### src/rtl/pes_tlc_sensor_ctrl.sv
// Farm-road sensor front-end for the pes_tlc traffic-light FSM: synchronise, debounce,
// latch arrivals, and hold car_req until highway green has run its minimum time.
module pes_tlc_sensor_ctrl #(
  parameter int unsigned SYNC_STAGES = 2,
  parameter int unsigned DEB_CYCLES  = 16,
  parameter int unsigned MIN_GREEN   = 64,
  parameter int unsigned CNT_W       = 8
) (
  input  logic             clk,
  input  logic             rst,
  input  logic             sensor_raw,
  input  logic [2:0]       light_highway,
  output logic             car_req,
  output logic             sensor_db,
  output logic [CNT_W-1:0] green_cnt,
  output logic [7:0]       veh_count,
  output logic             req_pending
);

  localparam int unsigned DEB_W = (DEB_CYCLES > 1) ? $clog2(DEB_CYCLES) : 1;
  localparam logic [DEB_W-1:0] DEB_LAST  = DEB_W'(DEB_CYCLES - 1);
  localparam logic [CNT_W-1:0] GREEN_MAX = CNT_W'(MIN_GREEN);

  typedef enum logic [1:0] {StIdle, StPend, StReq, StAck} state_e;

  state_e                 state_q, state_d;
  logic [SYNC_STAGES-1:0] sync_q, sync_d;
  logic [DEB_W-1:0]       deb_cnt_q, deb_cnt_d;
  logic                   db_q, db_d;
  logic                   db_prev_q;
  logic [CNT_W-1:0]       green_q, green_d;
  logic [7:0]             veh_q, veh_d;
  logic                   rearm_q, rearm_d;
  logic                   car_req_q;

  logic s_sync, arrival, hw_green, min_ok;

  assign s_sync   = sync_q[SYNC_STAGES-1];
  assign arrival  = db_q & ~db_prev_q;
  assign hw_green = (light_highway == 3'b001);
  assign min_ok   = (green_q == GREEN_MAX);

  always_comb begin
    sync_d    = {sync_q[SYNC_STAGES-2:0], sensor_raw};
    deb_cnt_d = '0;
    db_d      = db_q;
    if (s_sync != db_q) begin
      if (deb_cnt_q == DEB_LAST) begin
        db_d = ~db_q;
      end else begin
        deb_cnt_d = deb_cnt_q + DEB_W'(1);
      end
    end

    veh_d = veh_q;
    if (arrival && veh_q != 8'hff) begin
      veh_d = veh_q + 8'd1;
    end

    green_d = '0;
    if (hw_green) begin
      green_d = min_ok ? green_q : green_q + CNT_W'(1);
    end
  end

  // Re-arm only accumulates inside ACK; sensor_db is sampled at the moment green returns.
  always_comb begin
    state_d = state_q;
    rearm_d = 1'b0;
    unique case (state_q)
      StIdle: if (arrival) state_d = StPend;
      StPend: if (hw_green && min_ok) state_d = StReq;
      StReq:  if (!hw_green) state_d = StAck;
      StAck: begin
        rearm_d = rearm_q | arrival;
        if (hw_green) begin
          state_d = (rearm_q || arrival || db_q) ? StPend : StIdle;
          rearm_d = 1'b0;
        end
      end
      default: state_d = StIdle;
    endcase
  end

  always_ff @(posedge clk or posedge rst) begin
    if (rst) begin
      state_q   <= StIdle;
      sync_q    <= '0;
      deb_cnt_q <= '0;
      db_q      <= 1'b0;
      db_prev_q <= 1'b0;
      green_q   <= '0;
      veh_q     <= '0;
      rearm_q   <= 1'b0;
      car_req_q <= 1'b0;
    end else begin
      state_q   <= state_d;
      sync_q    <= sync_d;
      deb_cnt_q <= deb_cnt_d;
      db_q      <= db_d;
      db_prev_q <= db_q;
      green_q   <= green_d;
      veh_q     <= veh_d;
      rearm_q   <= rearm_d;
      car_req_q <= (state_d == StReq);
    end
  end

  assign car_req     = car_req_q;
  assign sensor_db   = db_q;
  assign green_cnt   = green_q;
  assign veh_count   = veh_q;
  assign req_pending = (state_q == StPend) || (state_q == StReq) ||
                       ((state_q == StAck) && rearm_q);

endmodule

### config.mk
export PLATFORM = sky130hd
export DESIGN_NAME = pes_tlc_sensor_ctrl
export DESIGN_NICKNAME = d
export VERILOG_FILES = /design/src/rtl/pes_tlc_sensor_ctrl.sv
export SDC_FILE = /design/constraint.sdc
export NUM_CORES = 1
export LEC_CHECK = 0
export ABC_AREA = 1
export CELL_PAD_IN_SITES_DETAIL_PLACEMENT = 2
export CELL_PAD_IN_SITES_GLOBAL_PLACEMENT = 2
export CORE_ASPECT_RATIO = 1.2
export CORE_MARGIN = 3
export CORE_UTILIZATION = 33
export DETAILED_ROUTE_END_ITERATION = 12
export PLACE_DENSITY_LB_ADDON = 0.1
export SLEW_MARGIN = 20
export SYNTH_ARGS = -nofsm -noshare
export SYNTH_HDL_FRONTEND = slang
export SYNTH_SLANG_ARGS = --single-unit
### constraint.sdc
create_clock -name clk -period 2.6 [get_ports clk]
set_clock_uncertainty 0.15 [all_clocks]
set_input_delay 0.39 -clock clk [delete_from_list [all_inputs] [get_ports clk]]
set_output_delay 0.39 -clock clk [all_outputs]
set_load 0.01 [all_outputs]
# --- Word level (Yosys, flattened, before mapping) ---
# Index checks and enable logic that the tools add are counted.
op_classes:
  mux: 12
  n_addsub: 3
  eq_ne: 10
  n_reduce_logical: 9
  bitwise: 4
op_table:
  columns: ["operator", "count"]
  rows:
  - ["$add 8x1->8 const B", 2]
  - ["$mux 8", 2]
  - ["$eq 8x7->1 const B", 1]
  - ["$mux 2", 4]
  - ["$mux 4", 2]
  - ["$ne 8x8->1 const B", 1]
  - ["$pmux 2 s4", 1]
  - ["$eq 2x2->1 const B", 3]
  - ["$add 4x1->4 const B", 1]
  - ["$eq 4x4->1 const B", 1]
  - ["$logic_or 1x1->1", 4]
  - ["$eq 3x1->1 const B", 1]
  - ["$logic_and 1x1->1", 3]
  - ["$mux 1", 3]
  - ["$eq 2x1->1 const B", 1]
  - ["$logic_not 2->1", 1]
  - ["$ne 2x2->1 const B", 1]
  - ["$not 1->1", 2]
  - ["$reduce_and 2->1", 1]
  - ["$and 1x1->1", 1]
  - ["$ne 1x1->1", 1]
  - ["$or 1x1->1", 1]
word_totals:
  inputBits: 6
  out_inout_bits: 19
  register_bits: 28

# --- Depth between registers and ports, before layout ---
# Gate-level depths: netlist (run 1).
depth:
  depth_word: 8
  depth_mapped: 10
  depth_no_buf: 10

# --- Worst setup path after synthesis (run 1) ---
# No wires, ideal clock.
synth_timing:
  path_type: "reg-to-reg"
  start: "register veh_q[0], in the netlist veh_count[0]"
  end: "register veh_q[4], in the netlist veh_count[4]"
  synth_period_minus_slack_ps: 1537
  stages_incl_launch_ff: 9
  path_slack_ps: 1063
  arrival_ps: 1260
  setup_time_ps: 126
  required_time_ps: 2324
  n_path_buf: 0
  cell_sequence: "dfrtp_1 -> ha_1 -> inv_1 -> nor2_1 -> nand2_1 -> nand2_4 -> nor2_2 -> nand3_1 -> xnor2_1"
synth_between:
  elab_chain_len: 2
synth_lines:
  columns: ["item", "line", "source"]
  rows:
  - ["start: declaration", "32", "logic [7:0] veh_q, veh_d;"]
  - ["start signal: assignment", "103", "veh_q <= veh_d;"]
  - ["parallel branches: the longest is 2 deep, another holds $add 8x1->8", null, null]
# Parallel ways; which one is timed is not known.
# A chain may end at the register's enable or synchronous reset.

# --- Worst setup path after layout (run 1) ---
layout_timing:
  start: "register state_q[0]"
  end: "output port req_pending"
layout_between:
  elab_chain_len: 3
layout_lines:
  columns: ["item", "line", "source"]
  rows:
  - ["start: declaration", "26", "state_e state_q, state_d;"]
  - ["start signal: assignment", "87", "state_q <= StIdle;"]
  - ["start signal: assignment", "97", "state_q <= state_d;"]
  - ["$eq 2x1->1 (tied with other cells)", "113", "assign req_pending = (state_q == StPend) || (state_q == StReq) ||"]
  - ["$logic_or 1x1->1 or $logic_and 1x1->1 (tied branches)", "113, 114", null]
  - ["$logic_or 1x1->1 *", "113", null]
  - ["end: declaration", "17", "output logic req_pending"]
# Every way passes the cells marked *; elsewhere a longest branch is shown, timed or not.

==> flow_summary.ini, run 1 <==
[die]
die-width_um = 65.5
dieArea_sq_mm = 0.00506
initial_utilization = 0.350
die_h_um = 77.4
placementRows = 25
ios = 25
core_sq_mm = 0.00400

[route]
drtIter0Drc = 17
drc = 0
wl_um = 3300
vias_per_cell = 4.73
num_vias = 1126
wl_per_cell_um = 13.9
ant_nets = 0
dr.pass1.iters = 4

[power_and_ir_drop]
power_density_mw_per_mm2 = 510
intPower_uw = 654
swShare = 0.275
p_comb_frac = 0.180
seqPwrFrac = 0.516
clkPwrFrac = 0.304
power_switching_uw = 248
p_leak_uw = 0.000851
vdd_ir_drop_max_v = 0.000270

[timing]
hold_viol = 0
period_share = 0.879
drv_slew = 0
finalSetupViolCount = 0
relSlewSlack = 0.745
rsz0062_at_grt = false
tns_ns = 0
period_minus_slack_ns = 2.29
fmax_mhz = 437
max_slew.worst_pin.slew_ns = 0.381

[finish]
area_growth_pct = 26.5
fillers = 472
fin_util = 0.442
antenna_cells = 0
fin_cells = 238
drive_gt1_frac = 0.0815
layout_commonest_cell = dfrtp_1
nets = 199
layout_common_cells = dfrtp_1 (28), nand2_1 (27), clkdlybuf4s50_1 (24)

[global_routing]
grt_max_degree = 29
grt_antenna_before_repair = 0
grt_pass1_wl_um = 6020
grt.total_usage = 0.150
grt_remaining_overflow = 0
grt_pass1_vias = 1335

[clocking]
root_buffer = clkbuf_8
cts_buffers = 3
hold_buffers = 0
tritoncts = yes
clk_path_buf_depth = 2
clk-insertion-delay-late_ns = 0.27
post-cts-setup-buffers = 0
cts-resized-gates = 0
htreeDepth = 1
clock_sinks = 28
path_clk_slew_ns = 0.10

[worst_setup_path]
critPathMaxFanout = 5
cp-end-kind = output port
crit_type = flip-flop to output port
slowest_delay_ns = 0.47
critPathLaunch = state_q[0]
r2r-end = car_req
startpoint_type = flip-flop
rrSetupSlack_ns = 0.95
r2r_cells = 10
cp_cell_sequence = inv_1, ha_1, a21o_1, clkdlybuf4s50_1
crit_arrival_ns = 1.75
critPathSlowestCell = clkdlybuf4s50_1
crit_required_ns = 2.06
endpoint = req_pending
r2r-start = green_cnt[0]

[synthesis]
syn_area_sq_mm = 0.00140
yosys.area.top_type_share = 0.500
ys_top_cells_by_area = dfrtp_1 (50%), nand2_1 (7.2%), ha_1 (7.1%)
synth.distinct_cells = 22
yosys_warnings = 0
avgSynthCellArea_sq_um = 9.03
yosysTopAreaCell = dfrtp_1
syn-num-nets = 169
yosysSeqAreaShare = 0.500
synth_cells = 155
synth_seq_cells = 28

[placed_design]
dp_cells = 234
dp.final_hpwl_um = 2580
portBuffers = 24
gp_congestion = 0.831

[outcome]
status = completed

[run]
max_cap_viol_count = 0

[hold_path]
hold_path.class = flip-flop to flip-flop
cell usage after synthesis:
| cell | count |
|---|---|
| inv_2 | 3 |
| nor2_2 | 2 |
| a21o_1 | 1 |
| o21ai_0 | 7 |
| and2_1 | 1 |
| nor2_4 | 2 |
| xor2_1 | 7 |
| nand2_1 | 27 |
| inv_1 | 18 |
| nand3_1 | 12 |
| ha_1 | 8 |
| dfrtp_1 | 28 |
| nand3b_1 | 1 |
| nor3_4 | 1 |
| a21oi_1 | 7 |
| mux2_1 | 1 |
| nand4_1 | 1 |
| xnor2_1 | 3 |
| nor3_1 | 3 |
| nor3_2 | 1 |
| nor2_1 | 20 |
| nand2_4 | 1 |
metrics by stage:
step | instance area [sq um] | hold WS, ns | total power (uW) | setup WS [ns]
2_1_floorplan | 1400 | 0.181 | 578 | 1.06
3_3_place_gp | 1720 | 0.183 | 631 | 0.658
3_5_place_dp | 1720 | 0.190 | 643 | 0.614
4_1_cts | 1770 | 0.215 | 923 | 0.289
5_1_grt | 1770 | 0.219 | 960 | 0.233
6_report | 1770 | 0.211 | 902 | 0.314
registers in the layout (all words and copies together) (netlist names):
signal / cells
deb_cnt_q: 4
sync_q: 2
rearm_q: 1
db_prev_q: 1
green_cnt: 8
car_req: 1
state_q: 2
veh_count: 8
sensor_db: 1
critical path, delay by kind of cell (launching register included):
family	cells	cell delay (ns)
buffers and inverters	2	0.64
AOI/OAI and AO/OA	1	0.15
adders and majority gates	1	0.25
DFF	1	0.43
per-layer routing:
layer / routed length, um / GRT usage / up-vias
met5: 0 / 0 / -
met4: 42 / 0.0519 / 0
met3: 97 / 0.0289 / 4
met2: 1770 / 0.268 / 16
met1: 1390 / 0.176 / 564
li1: - / - / 542
logic make-up after synthesis:
logic type / Yosys count / synth area share
compound gates: 15 / 0.0554
xor+xnor: 10 / 0.0626
fa+ha+maj: 8 / 0.0715
buf+inv: 21 / 0.0563
flops: 28 / 0.500
mux: 1 / 0.00804
simple gates: 72 / 0.246
cell type report:
cell class / count / area (sq um) / area share
Sequential cell: 28 / 701 / 0.396
Multi-Input combinational cell: 106 / 621 / 0.351
Timing Repair Buffer: 25 / 248 / 0.140
Inverter: 21 / 78.8 / 0.0445
Tap cell: 54 / 67.6 / 0.0382
Clock buffer: 4 / 55.1 / 0.0311
worst min-delay path by stage:
stage | startpoint | end | slack, ns | depth (start not counted)
global route | sync_q[0] | sync_q[1] | 0.22 | 0
CTS | sync_q[0] | sync_q[1] | 0.21 | 0
floorplan | sync_q[0] | sync_q[1] | 0.18 | 0
global placement | sync_q[0] | sync_q[1] | 0.18 | 0
detailed placement | sync_q[0] | sync_q[1] | 0.19 | 0
finish | sync_q[0] | sync_q[1] | 0.21 | 0
power by group through the flow:
stage / clock network (uW) / logic (uW) / registers (uW)
4_1_cts: 288 / 168 / 467
3_5_place_dp: 0 / 168 / 475
5_1_grt: 303 / 189 / 469
6_report: 274 / 162 / 466
3_3_place_gp: 0 / 160 / 471
2_1_floorplan: 0 / 107 / 471
Note: power is estimated with default switching activity, not from simulation.
==> inputs of run 2 (changes only) <==
CORE_ASPECT_RATIO = default   (was 1.2)
==> run 2 against run 1 <==
Wire length is 3.8% higher; setup slack better by 0.030 ns; combinational power is 2% higher; via count is 1.8% higher; first-iteration DRC count is 65% higher; non-clock buffer count stayed put; global-route usage is 0.15 points lower; clock power is 27% higher; design area is 0.64% higher; count of clock-buffer cells in the layout is 1 lower; sequential share of layout area is 0.25 points lower.
==> flow_summary.ini, run 2 (synthesized netlist as in run 1, its figures left out) <==
[worst_setup_path]
slowest_delay_ns = 0.47
path_buf_inv = 2
critPathTopFamily = buffers and inverters
cp-end-kind = output port
startpoint_type = flip-flop
cp_cell_sequence = inv_1, ha_1, a21o_1, clkdlybuf4s50_1
crit_required_ns = 2.06
critPathMaxFanout = 5
critPathSlowestCell = clkdlybuf4s50_1
crit_type = flip-flop to output port
crit_arrival_ns = 1.72

[die]
dieArea_sq_mm = 0.00506
die_h_um = 71.1
die-width_um = 71.1
placementRows = 23
core_sq_mm = 0.00406
ios = 25
initial_utilization = 0.345

[timing]
max_slew.worst_pin.slew_ns = 0.401
finalSetupViolCount = 0
drv_slew = 0
hold_viol = 0
relSlewSlack = 0.731
period_minus_slack_ns = 2.26
rsz0062_at_grt = false
fmax_mhz = 443
fin_ws_ns = 0.344
period_share = 0.868
fin_hold_ws_ns = 0.220
tns_ns = 0

[clocking]
tritoncts = yes
root_buffer = clkbuf_8
clk-insertion-delay-late_ns = 0.28
path_clk_slew_ns = 0.10
cts_buffers = 3
clk_path_buf_depth = 2
cts-resized-gates = 0
clock_sinks = 28
htreeDepth = 1
post-cts-setup-buffers = 0
hold_buffers = 0

[power_and_ir_drop]
vdd_ir_drop_max_v = 0.000317
power_density_mw_per_mm2 = 550
p_leak_uw = 0.000858

[global_routing]
grt_pass1_vias = 1335
grt.total_usage = 0.149
grt.busiest_layer = met2
grt_remaining_overflow = 0
grt_pass1_wl_um = 6150
gr-usage-met3 = 0.0256
global_route.usage.met1 = 0.181
use_met2 = 0.283
grt_max_degree = 29
grt_antenna_before_repair = 0

[run]
max_cap_viol_count = 0

[route]
ant_nets = 0
wl_um = 3430
num_vias = 1146
dr.pass1.iters = 2
wl_per_cell_um = 14.6
vias_per_cell = 4.90
drc = 0
drtIter0Drc = 28

[hold_path]
hold_path.class = flip-flop to flip-flop

[outcome]
status = completed

[placed_design]
dp_cells = 230
pre_cts_slack_ns = 0.635
portBuffers = 24
gp_congestion = 0.818
dp.final_hpwl_um = 2720

[finish]
fillers = 452
layout_common_cells = dfrtp_1 (28), nand2_1 (27), clkdlybuf4s50_1 (24)
antenna_cells = 0
fin_cells = 234
layout_commonest_cell = dfrtp_1
nets = 199
area_growth_pct = 27.3
drive_gt1_frac = 0.0815
-- run 2: power breakdown --
group / switching, uW / internal, uW / leakage (uW)
sequential: 13.9 / 450 / 0.000382
clock: 143 / 206 / 0.0000357
combinational: 97.4 / 68.5 / 0.000441
total: 255 / 725 / 0.000858
-- run 2: area by class of cell --
class	instances	area [sq um]	area share
clock inverters	1	30.0	0.0169
well taps	50	62.6	0.0351
clock buffers	3	41.3	0.0232
repair buffers	25	248	0.139
flip-flops and latches	28	701	0.393
multi-input cells	106	621	0.348
inverters	21	78.8	0.0442
-- run 2: through the flow --
stage	utilization	power (uW)	area [sq um]
finish	0.439	980	1780
global route	0.439	1040	1780
CTS	0.439	994	1780
detailed placement	0.422	641	1710
global placement	0.422	629	1710
floorplan	-	578	1400
-- run 2: metal layers --
metal / share of wire / routed length [um]
met1: 0.43 / 1480
met2: 0.54 / 1860
met3: 0.022 / 75
met4: 0.0038 / 13
met5: 0 / 0
-- run 2: worst paths after layout --
path	cells past startpoint	to	startpoint	slack (ns)
min in group asynchronous	3	deb_cnt_q[1]	rst	0.35
setup / recovery	4	req_pending	state_q[0]	0.34
setup reg to reg	10	car_req	green_cnt[0]	0.93
hold reg to reg	0	sync_q[1]	sync_q[0]	0.22
max in group asynchronous	3	car_req	rst	1.67
hold / removal	0	sync_q[1]	sync_q[0]	0.22
==> inputs of run 3 (changes only) <==
CORE_UTILIZATION = 28   (was 33)
CTS_CLUSTER_SIZE = 10   (was default)
clock period = 1.95 ns   (was 2.6 ns; I/O delays follow)
==> run 3 against run 2 <==
Design area increased by 3.3%; power increased by 35%; wire length decreased by 2.5%; register-to-register slack got worse by 0.63 ns; sequential power increased by 33%; critical path depth unchanged; die area increased by 16%; hold slack got worse by 0.0011 ns; largest power group unchanged; combinational power increased by 52%; sequential cell count unchanged.
==> flow_summary.ini, run 3 (synthesized netlist as in run 1, its figures left out) <==
[worst_setup_path]
critPathMaxFanout = 4
crit_type = flip-flop to output port
cp_cell_sequence = inv_2, ha_1, a21o_1, clkdlybuf4s15_1
slowest_delay_ns = 0.42
startpoint_type = flip-flop
crit_arrival_ns = 1.41
cp-end-kind = output port
crit_required_ns = 1.51
critPathSlowestCell = dfrtp_1

[global_routing]
grt_max_degree = 29
grt.total_usage = 0.128
grt_pass1_wl_um = 6220
grt_remaining_overflow = 0
grt.busiest_layer = met2
use_met2 = 0.235
gr-usage-met3 = 0.0282
global_route.usage.met1 = 0.152
grt_antenna_before_repair = 0
grt_pass1_vias = 1329

[finish]
drive_gt1_frac = 0.111
multi_input_area_sq_um = 621
nets = 204
regArea_sq_um = 701
antenna_cells = 0
fin_cells = 256
layout_commonest_cell = dfrtp_1
area_growth_pct = 31.5
layout_common_cells = dfrtp_1 (28), nand2_1 (27), clkdlybuf4s50_1 (23)
fillers = 549

[power_and_ir_drop]
seqPwrFrac = 0.467
power_density_mw_per_mm2 = 718
p_leak_uw = 0.000884
intPower_uw = 989
clkPwrFrac = 0.343
power_switching_uw = 332
vdd_ir_drop_max_v = 0.000296
swShare = 0.252
p_comb_frac = 0.191

[route]
wl_per_cell_um = 13.1
drtIter0Drc = 38
num_vias = 1154
ant_nets = 0
drc = 0
dr.pass1.iters = 2
vias_per_cell = 4.51
wl_um = 3340

[timing]
finalSetupViolCount = 0
drv_slew = 0
tns_ns = 0
fmax_mhz = 540
period_minus_slack_ns = 1.85
hold_viol = 0
period_share = 0.950
max_slew.worst_pin.slew_ns = 0.370
rsz0062_at_grt = false
relSlewSlack = 0.753

[placed_design]
dp_cells = 250
gp_congestion = 0.692
dp.final_hpwl_um = 2590
portBuffers = 24

[die]
die_h_um = 76.7
ios = 25
initial_utilization = 0.293
core_sq_mm = 0.00479
die-width_um = 76.7
dieArea_sq_mm = 0.00589
placementRows = 25

[hold_path]
hold_path.class = flip-flop to flip-flop

[outcome]
status = completed

[clocking]
htreeDepth = 1
clk_path_buf_depth = 2
cts_buffers = 3
hold_buffers = 0
path_clk_slew_ns = 0.10
root_buffer = clkbuf_8
clock_sinks = 28
clk-insertion-delay-late_ns = 0.27
tritoncts = yes

[run]
max_cap_viol_count = 0
==> run 3: cell count changes in the layout (fill, tap and decap cells not counted) <==
cell	previous run	this run
clkdlybuf4s50_1	24	23
clkdlybuf4s15_1	0	1
inv_1	18	17
inv_2	3	4
buf_4	1	6
==> run 3: stage by stage <==
| step | utilization | total power, uW | setup slack (ns) | hold slack, ns | area [sq um] |
|---|---|---|---|---|---|
| 2_1_floorplan | - | 771 | 0.413 | 0.174 | 1400 |
| 3_3_place_gp | 0.367 | 860 | 0.157 | 0.187 | 1750 |
| 3_5_place_dp | 0.367 | 874 | 0.0913 | 0.197 | 1750 |
| 4_1_cts | 0.383 | 1350 | 0.0182 | 0.222 | 1830 |
| 5_1_grt | 0.385 | 1410 | 0.00689 | 0.240 | 1840 |
| 6_report | 0.385 | 1320 | 0.0976 | 0.219 | 1840 |
==> run 3: final timing paths <==
| kind | endpoint | from | depth (start not counted) | slack, ns |
|---|---|---|---|---|
| min in group asynchronous | veh_count[3] | rst | 3 | 0.24 |
| min | sync_q[1] | sync_q[0] | 0 | 0.22 |
| max reg2reg | car_req | green_cnt[0] | 10 | 0.30 |
| min reg2reg | sync_q[1] | sync_q[0] | 0 | 0.22 |
| max in group asynchronous | green_cnt[1] | rst | 3 | 1.13 |
| max | req_pending | state_q[1] | 4 | 0.1 |
==> run 3: power by group through the flow <==
stage / registers (uW) / logic [uW] / clock network [uW]
floorplan: 628 / 143 / 0
global placement: 629 / 231 / 0
detailed placement: 632 / 242 / 0
CTS: 617 / 255 / 477
global route: 619 / 289 / 504
finish: 616 / 252 / 453
==> run 3: critical path: cells and delay by family (launching register included) <==
kind                       cells  cell delay (ns)
buffers and inverters          2             0.33
AOI/OAI and AO/OA              1             0.16
adders and majority gates      1             0.23
DFF                            1             0.42
==> run 3: layout make-up <==
type,instances,area share
Sequential cell,28,0.381
Tap cell,67,0.0455
Clock buffer,3,0.0224
Clock inverter,1,0.0163
Multi-Input combinational cell,106,0.337
Timing Repair Buffer,30,0.155
Inverter,21,0.0428
==> run 3: what timing repair did <==
item                                    CTS  global route
setup buffers                             1             1
endpoints found under the setup margin    1             1
gates resized for setup                   2             1
==> run 3: layer usage <==
metal,routed length [um],vias up
li1,-,555
met1,1380,580
met2,1850,17
met3,101,2
met4,15,0
met5,0,-
